File: src/rtl/hilo_div_pkg.sv
// Shared types and constants for the HI/LO divide controller.
package hilo_div_pkg;

   localparam int unsigned HILO_WIDTH = 32;
   localparam logic [HILO_WIDTH-1:0] HILO_DIVZERO_LO = 32'hFFFF_FFFF;

   typedef enum logic [1:0] {
      StIdle,
      StLaunch,
      StWait,
      StDone
   } hilo_state_e;

endpackage

File: src/rtl/hilo_div_ctrl_if.sv
// Handshake between the HI/LO controller (master) and the iterative divide core (slave).
interface hilo_div_ctrl_if;
   import hilo_div_pkg::*;

   logic [HILO_WIDTH-1:0] div_dividend;
   logic [HILO_WIDTH-1:0] div_divisor;
   logic                  div_start;
   logic [HILO_WIDTH-1:0] div_q;
   logic [HILO_WIDTH-1:0] div_r;
   logic                  div_busy;

   modport master (
      output div_dividend, div_divisor, div_start,
      input  div_q, div_r, div_busy
   );

   modport slave (
      input  div_dividend, div_divisor, div_start,
      output div_q, div_r, div_busy
   );

endinterface

File: src/rtl/div_sign_fixup.sv
// Signed-divide pre/post processing: operand magnitudes and sign flags going in,
// conditional negation of quotient/remainder coming out.
module div_sign_fixup
   import hilo_div_pkg::*;
(
   input  logic                  is_signed,
   input  logic [HILO_WIDTH-1:0] rs_data,
   input  logic [HILO_WIDTH-1:0] rt_data,
   output logic [HILO_WIDTH-1:0] rs_mag,
   output logic [HILO_WIDTH-1:0] rt_mag,
   output logic                  q_neg_new,
   output logic                  r_neg_new,
   input  logic                  q_neg,
   input  logic                  r_neg,
   input  logic [HILO_WIDTH-1:0] quot,
   input  logic [HILO_WIDTH-1:0] rem,
   output logic [HILO_WIDTH-1:0] lo_fix,
   output logic [HILO_WIDTH-1:0] hi_fix
);

   logic rs_sign;
   logic rt_sign;

   assign rs_sign = is_signed & rs_data[HILO_WIDTH-1];
   assign rt_sign = is_signed & rt_data[HILO_WIDTH-1];

   // Two's-complement negate wraps, so |0x8000_0000| stays 0x8000_0000.
   assign rs_mag = rs_sign ? (~rs_data + 1'b1) : rs_data;
   assign rt_mag = rt_sign ? (~rt_data + 1'b1) : rt_data;

   assign q_neg_new = rs_sign ^ rt_sign;
   assign r_neg_new = rs_sign;

   assign lo_fix = q_neg ? (~quot + 1'b1) : quot;
   assign hi_fix = r_neg ? (~rem + 1'b1) : rem;

endmodule

File: src/rtl/hilo_div_ctrl.sv
// HI/LO register file and divide sequencer: launches the divide core, waits on busy,
// sign-corrects the result and stalls the pipeline while a divide is in flight.
module hilo_div_ctrl
   import hilo_div_pkg::*;
#(
   parameter int unsigned           WIDTH      = HILO_WIDTH,
   parameter logic [HILO_WIDTH-1:0] DIVZERO_LO = HILO_DIVZERO_LO
) (
   input  logic             clk,
   input  logic             reset,
   input  logic             op_div,
   input  logic             op_divu,
   input  logic             op_mthi,
   input  logic             op_mtlo,
   input  logic             op_mfhi,
   input  logic             op_mflo,
   input  logic [WIDTH-1:0] rs_data,
   input  logic [WIDTH-1:0] rt_data,
   output logic [WIDTH-1:0] hi,
   output logic [WIDTH-1:0] lo,
   output logic             stall,
   hilo_div_ctrl_if.master  div
);

   hilo_state_e     state_q, state_d;
   logic [WIDTH-1:0] hi_q, hi_d, lo_q, lo_d;
   logic [WIDTH-1:0] dividend_q, dividend_d, divisor_q, divisor_d;
   logic             start_q, start_d;
   logic             q_neg_q, q_neg_d, r_neg_q, r_neg_d;

   logic [WIDTH-1:0] rs_mag, rt_mag, lo_fix, hi_fix;
   logic             q_neg_new, r_neg_new;
   logic             div_req;

   // MF* only matter through the stall they see in busy states; their read is in the CPU.
   logic unused_mf;
   assign unused_mf = op_mfhi | op_mflo;

   assign div_req = op_div | op_divu;

   div_sign_fixup u_sign_fixup (
      .is_signed (op_div),
      .rs_data   (rs_data),
      .rt_data   (rt_data),
      .rs_mag    (rs_mag),
      .rt_mag    (rt_mag),
      .q_neg_new (q_neg_new),
      .r_neg_new (r_neg_new),
      .q_neg     (q_neg_q),
      .r_neg     (r_neg_q),
      .quot      (div.div_q),
      .rem       (div.div_r),
      .lo_fix    (lo_fix),
      .hi_fix    (hi_fix)
   );

   always_comb begin
      state_d    = state_q;
      hi_d       = hi_q;
      lo_d       = lo_q;
      dividend_d = dividend_q;
      divisor_d  = divisor_q;
      start_d    = start_q;
      q_neg_d    = q_neg_q;
      r_neg_d    = r_neg_q;
      stall      = 1'b0;
      unique case (state_q)
         StIdle: begin
            if (div_req) begin
               stall = 1'b1;
               if (rt_data != '0) begin
                  dividend_d = rs_mag;
                  divisor_d  = rt_mag;
                  q_neg_d    = q_neg_new;
                  r_neg_d    = r_neg_new;
                  start_d    = 1'b1;
                  state_d    = StLaunch;
               end else begin
                  hi_d    = rs_data;
                  lo_d    = DIVZERO_LO;
                  state_d = StDone;
               end
            end else if (op_mthi) begin
               hi_d = rs_data;
            end else if (op_mtlo) begin
               lo_d = rs_data;
            end
         end
         StLaunch: begin
            stall = 1'b1;
            if (div.div_busy) begin
               start_d = 1'b0;
               state_d = StWait;
            end
         end
         StWait: begin
            stall = 1'b1;
            if (!div.div_busy) begin
               lo_d    = lo_fix;
               hi_d    = hi_fix;
               state_d = StDone;
            end
         end
         // The held divide retires here; any op is ignored so it is not relaunched.
         StDone: state_d = StIdle;
         default: state_d = StIdle;
      endcase
   end

   always_ff @(posedge clk or posedge reset) begin
      if (reset) begin
         state_q    <= StIdle;
         hi_q       <= '0;
         lo_q       <= '0;
         dividend_q <= '0;
         divisor_q  <= '0;
         start_q    <= 1'b0;
         q_neg_q    <= 1'b0;
         r_neg_q    <= 1'b0;
      end else begin
         state_q    <= state_d;
         hi_q       <= hi_d;
         lo_q       <= lo_d;
         dividend_q <= dividend_d;
         divisor_q  <= divisor_d;
         start_q    <= start_d;
         q_neg_q    <= q_neg_d;
         r_neg_q    <= r_neg_d;
      end
   end

   assign hi               = hi_q;
   assign lo               = lo_q;
   assign div.div_dividend = dividend_q;
   assign div.div_divisor  = divisor_q;
   assign div.div_start    = start_q;

endmodule

File: src/flat_wrapper.sv
// flat-port wrapper written by rule: the top's interface ports become plain ports
module hilo_div_ctrl_flat import hilo_div_pkg::*;
#(
   parameter int unsigned           WIDTH      = HILO_WIDTH,
   parameter logic [HILO_WIDTH-1:0] DIVZERO_LO = HILO_DIVZERO_LO
)
  (clk, reset, op_div, op_divu, op_mthi, op_mtlo, op_mfhi, op_mflo, rs_data, rt_data, hi, lo, stall, div_div_dividend, div_div_divisor, div_div_start, div_div_q, div_div_r, div_div_busy);
  hilo_div_ctrl_if div_i ();
  input  logic clk;
  input  logic reset;
  input  logic op_div;
  input  logic op_divu;
  input  logic op_mthi;
  input  logic op_mtlo;
  input  logic op_mfhi;
  input  logic op_mflo;
  input  logic [WIDTH-1:0] rs_data;
  input  logic [WIDTH-1:0] rt_data;
  output logic [WIDTH-1:0] hi;
  output logic [WIDTH-1:0] lo;
  output logic stall;
  output wire logic [$bits(div_i.div_dividend)-1:0] div_div_dividend;
  output wire logic [$bits(div_i.div_divisor)-1:0] div_div_divisor;
  output wire logic [$bits(div_i.div_start)-1:0] div_div_start;
  input wire logic [$bits(div_i.div_q)-1:0] div_div_q;
  input wire logic [$bits(div_i.div_r)-1:0] div_div_r;
  input wire logic [$bits(div_i.div_busy)-1:0] div_div_busy;
  assign div_div_dividend = div_i.div_dividend;
  assign div_div_divisor = div_i.div_divisor;
  assign div_div_start = div_i.div_start;
  assign div_i.div_q = div_div_q;
  assign div_i.div_r = div_div_r;
  assign div_i.div_busy = div_div_busy;
  hilo_div_ctrl #(.WIDTH(WIDTH), .DIVZERO_LO(DIVZERO_LO)) u_core (.clk(clk), .reset(reset), .op_div(op_div), .op_divu(op_divu), .op_mthi(op_mthi), .op_mtlo(op_mtlo), .op_mfhi(op_mfhi), .op_mflo(op_mflo), .rs_data(rs_data), .rt_data(rt_data), .hi(hi), .lo(lo), .stall(stall), .div(div_i));
endmodule
File: config.mk
export PLATFORM = sky130hd
export DESIGN_NAME = hilo_div_ctrl_flat
export DESIGN_NICKNAME = d
export VERILOG_FILES = /design/src/rtl/hilo_div_pkg.sv /design/src/rtl/hilo_div_ctrl_if.sv /design/src/rtl/div_sign_fixup.sv /design/src/rtl/hilo_div_ctrl.sv /design/src/flat_wrapper.sv
export SDC_FILE = /design/constraint.sdc
export NUM_CORES = 1
export LEC_CHECK = 0
export BUFFER_PORTS_ARGS = -buffer_cell sky130_fd_sc_hd__buf_2
export CAP_MARGIN = 10
export CORE_ASPECT_RATIO = 1.4
export CORE_MARGIN = 3
export CORE_UTILIZATION = 35
export CTS_CLUSTER_DIAMETER = 40
export DETAILED_ROUTE_END_ITERATION = 7
export HOLD_SLACK_MARGIN = 0.1
export PLACE_DENSITY = 0.57
export SYNTH_ARGS = -nofsm -noshare
export SYNTH_HDL_FRONTEND = slang
export SYNTH_SLANG_ARGS = --single-unit
File: constraint.sdc
create_clock -name clk -period 5.7 [get_ports clk]
set_input_delay 1.14 -clock clk [delete_from_list [all_inputs] [get_ports clk]]
set_output_delay 1.14 -clock clk [all_outputs]
set_load 0.03 [all_outputs]
# == After elaboration in Yosys (flattened, before gate mapping) ==
# Cells that the tools add are included.
# totals
regBits,133
inputBits,137
output_inout_bits,130
wordCells,67
# classes
add_sub_neg,4
n_eq_ne,11
mux,26
n_bitwise,8
n_reduce_logical,10
# op_table
operator,n
32-bit 2-to-1 mux,13
"32-bit by 1-bit adder with 32-bit output, second input constant",4
32-bit inverter,4
32-bit one-hot mux with 2 select lines,2
32-bit nonzero test,1
"3-bit by 2-bit != test with 1-bit output, second input constant",3
2-bit 2-to-1 mux,4
2-bit one-hot mux with 4 select lines,1
4-bit AND reduction,2
3-bit AND reduction,2
5-bit AND reduction,1
"2-bit == test, second input constant",2
1-bit 2-to-1 mux,4
"2-bit by 1-bit != test with 1-bit output, second input constant",2
"2-bit != test, second input constant",2
1-bit one-hot mux with 2 select lines,2
2-bit nonzero test,2
"3-bit != test, second input constant",1
1-bit AND,2
"2-bit by 1-bit == test with 1-bit output, second input constant",1
2-bit zero test,1
2-bit OR reduction,1
1-bit bitwise OR,1
1-bit XOR,1

# == Logic depth before layout (Yosys ltp) ==
# depth
ltp_word,5
ltp_mapped,11
ltp_nobuf,8

# == By module ==
# A second synthesis with hierarchy kept.
# unflattened
hier_cells,984
area_unflattened_um2,9361.5
# by_module_without_submodules
mod,n_inst,cells_each,area_each_um2,seq_area_each_um2
hilo_div_ctrl,1,589,6677.7,3328.2
div_sign_fixup,1,395,2683.8,0.0

# == Worst setup path before layout ==
# No wires, ideal clock.
# synth_timing
kind,input to register
from,input port div_div_r[0]
to,register u_core.hi_q[24] (netlist: u_core.hi[24])
setup_ns,0.118
arrival_time_ns,3.255
t_required_ns,5.582
setup_slack_ns,2.327
stages,10
n_path_buf,2
path_cell_list,inv_1 > ha_1 > or4b_4 > buf_6 > or4_4 > buf_6 > o31ai_1 > xor2_1 > a211oi_1 > a21o_1
# synth_via
elab_chain_len,5
# synth_rtl
element,line_no,text
from (decl),flat_wrapper.sv:26,input wire logic [$bits(div_i.div_r)-1:0] div_div_r;
32-bit inverter,div_sign_fixup.sv:35,assign hi_fix = r_neg ? (~rem + 1'b1) : rem;
32-bit by 1-bit adder with 32-bit output,div_sign_fixup.sv:35,
32-bit 2-to-1 mux,div_sign_fixup.sv:35,
32-bit 2-to-1 mux,hilo_div_ctrl.sv:98,if (!div.div_busy) begin
32-bit one-hot mux with 2 select lines,hilo_div_ctrl.sv:67,unique case (state_q)
to (signal assigned),hilo_div_ctrl.sv:122,hi_q <= hi_d;
to (decl),hilo_div_ctrl.sv:26,"logic [WIDTH-1:0] hi_q, hi_d, lo_q, lo_d;"
# Every way passes these cells. The select of a mux whose other input is x is not followed.
# A chain may end at the register's enable or synchronous reset.

# == Final worst setup path ==
# layout_timing
from,input port rt_data[10]
to,register u_core.lo_q[30] (netlist: u_core.lo[30])
# layout_via
elab_chain_len,3
# layout_rtl
element,line_no,text
from (decl),flat_wrapper.sv:18,input logic [WIDTH-1:0] rt_data;
32-bit nonzero test,hilo_div_ctrl.sv:71,if (rt_data != '0) begin
3-bit != test (no source line),n/a,
5-bit AND reduction (no source line),n/a,
to (signal assigned),hilo_div_ctrl.sv:123,lo_q <= lo_d;
to (decl),hilo_div_ctrl.sv:26,
# Every way passes these cells.

==> run summary <==
Status: complete, no violations
Synth area leader: dfrtp_1
PostCTS Resize Cnt: 0
Initial antenna violation count: 1
HP Class: reg -> reg
Die footprint: 25900 µm²
Fin cells: 1505
Async S/R FF share, synth: 100%
Congestion Overflow GR: 0
EDFF count, synth: 0
Die height: 189 µm
Root Driver: clkbuf_16
Clk sinks: 133
FMAX: 274 MHz
Dpl ws: 1.60 ns
Worst slew pin tran: 1.03 ns
Most frequent cells after synthesis: 133 x dfrtp_1, 114 x nor2_1, 90 x a21oi_1, 76 x xor2_1, 72 x nand2_1
Filler cells: 2390
Ranking of synthesized cells by area: dfrtp_1 40%, xor2_1 7.9%, a21oi_1 5.4%
Yosys warns: 0
Initial DRT Pass Iterations: 5
Sw Ratio: 48.7%
Top_reg_cell synth: dfrtp_1
Hpwl dp: 22.3 mm
Later-pin clock latency in the skew report: 0.43 ns
Largest net degree at the start of global routing: 98
Max-slew violation count: 0
Post-synthesis register bit count: 133
Library cells used by synthesis: 57
I/O pins: 267
Relative slew slack: 31.5%
Total Wirelength: 29.0 mm
Type of origin of the critical path: input port
Final Hold Fails: 0
PD cells: 589 nW/µm²
Worst vdd ir: 322 µV
Clock-pin slew on the worst setup and hold paths: 0.06 ns
Worst Setup End Kind: flip-flop
Tcrit/Tclk final: 64.1%
Ant diodes: 0
Gate power share: 54.8%
Cell Int Power: 3.17 mW
Max H-tree Level: 4
TNS Setup: 0 ns
Gr usage total: 22.3%
Clock period minus worst slack: 3.65 ns
Post CTS Setup Buffer Count: 0
Number of global-route vias before repair: 7736
Row count: 66
Cells after synthesis: 956
Initial Utilization: 35.9%
Crit path arrival time: 4.00 ns
Pleak: 4.46 nW
Fin nets: 1333
RePlAce Congestion: 0.842
Overall power: 6.18 mW
# setup viols final: 0
Avg Cell Area, Syn: 8.78 µm²
First-pass GRT wire length: 44.0 mm
Placed insts: 1474
Sequential cell area fraction in the yosys report: 39.7%
DIE WIDTH: 137 µm
Synthesis-to-layout area growth: 25.1%
Worst Slack Setup Final: 2.05 ns
CTS Buffer Depth: 2
Post-route antenna net violation count: 0
Clk_skew: 0.00611 ns
Vias per cell: 5.35
Drt wl/cell: 19.3 µm
Setup CP Type: in -> reg
Cts bufs inserted: 17
CTS tree: built
RSZ-0062 raised after global routing: no
1st-iter DRT viols: 452
Total nets after synthesis: 1102
Flop pwr share: 27.7%
Share of the synthesized area in the top cell type: 39.7%
Vias: 8050
IO buf count: 264
Crit path max fanout: 27
Clock power share: 17.5%
Core area: 23400 µm²
Cell area after synthesis: 8390 µm²
Max-cap viol count: 0
DRC viols: 0
Layout cells sized above 1: 27.5%
Post-CTS Hold Buffers: 0
P_sw: 3.01 mW
Most common cell in the synthesized netlist: dfrtp_1
Required time of the critical path: 6.04 ns
## power groups by stage
stage               Sequential, mW  Clock, mW  Combinational (mW)
finish                        1.71       1.08                3.39
global route                  1.78       1.14                3.71
CTS                           1.72       1.10                3.41
detailed placement            1.73          0                3.40
global placement              1.73          0                3.37
floorplan                     2.53          0                1.60
## cells in the final DEF (no fill, tap or decap), types with 4 or more instances in the layout
master,count
nand4_1,4
o21ai_0,70
nor3_1,17
nor4_1,13
dfrtp_1,133
inv_1,19
a211oi_1,16
o31ai_1,32
mux2i_1,17
o41ai_2,5
a21o_1,26
or4_1,19
nor4_2,4
or3_1,17
nor2_1,113
or2_2,6
a221oi_1,9
xor2_1,76
o21ai_1,5
xnor2_1,34
nand3_1,11
buf_2,264
and3_1,4
o41ai_1,17
buf_4,7
o2bb2ai_1,9
a21oi_1,89
nand2_1,72
ha_1,8
a31oi_1,5
clkbuf_16,17
nand2b_1,7
clkinv_2,6
## metal layers
layer | global-route usage, % | up-vias | share of wire (%)
met5 | 0 | - | 0.045
met4 | 9.75 | 2 | 3.5
met3 | 4.70 | 48 | 6.1
met2 | 37.6 | 291 | 49
met1 | 27.2 | 3774 | 41
li1 | - | 3935 | -
## worst paths after layout
kind	startpoint	depth (start not counted)	slack, ns	end
worst max-delay path	rt_data[10]	7	2.05	u_core.lo[30]$_DFFE_PP0P_
worst min register to register	u_core.hi[6]$_DFFE_PP0P_	2	0.48	u_core.hi[6]$_DFFE_PP0P_
worst min-delay path	u_core.hi[6]$_DFFE_PP0P_	2	0.48	u_core.hi[6]$_DFFE_PP0P_
min in group asynchronous	reset	2	0.91	u_core.div.div_divisor[24]$_DFFE_PP0P_
max in group asynchronous	reset	3	3.71	u_core.hi[22]$_DFFE_PP0P_
worst max register to register	u_core.state_q[0]$_DFFE_PP0P_	7	2.90	u_core.lo[30]$_DFFE_PP0P_
## cells by family (layout without fill, tap and decap cells)
group / Yosys count / count (layout) / synth area share (%)
buffers and inverters: 79 / 322 / 3.89
AOI/OAI and AO/OA: 302 / 302 / 23.2
muxes: 20 / 20 / 2.43
and+or+nand+nor: 303 / 303 / 18.0
DFF: 133 / 133 / 39.7
adders and majority gates: 9 / 9 / 1.34
xor gates and xnor gates: 110 / 110 / 11.5
## state kept, by name, summed over array words and instances, names as in the netlist
register	cells
u_core.div.div_dividend	32
u_core.div.div_divisor	32
u_core.hi	32
u_core.lo	32
u_core.state_q	2
u_core.div.div_start	1
u_core.q_neg_q	1
u_core.r_neg_q	1
## metrics by stage
step	instance area, µm²	utilization (%)	hold slack (ns)
final	10500	44.9	0.475
after global routing	10500	44.9	0.498
after CTS	10500	44.9	0.478
after detailed placement	9930	42.5	0.460
after global placement	9930	42.5	0.459
after floorplan	8390	-	0.528
## critical path: stages
cell and delay, ns:
buf_2 0.14, nor4_1 0.64, nand3_1 0.35, nor4_4 0.59
a21o_1 0.75, o211ai_1 0.17, o21ai_0 0.21
## area by class of cell
type | count | area (µm²) | area share [%]
Multi-Input combinational cell | 744 | 4770 | 45.4
Timing Repair Buffer | 271 | 1370 | 13.1
Inverter | 20 | 80.1 | 0.763
Clock inverter | 10 | 106 | 1.01
Tap cell | 306 | 383 | 3.65
Clock buffer | 21 | 460 | 4.39
Sequential cell | 133 | 3330 | 31.7
No activity file was read; power rests on OpenSTA's default activity.
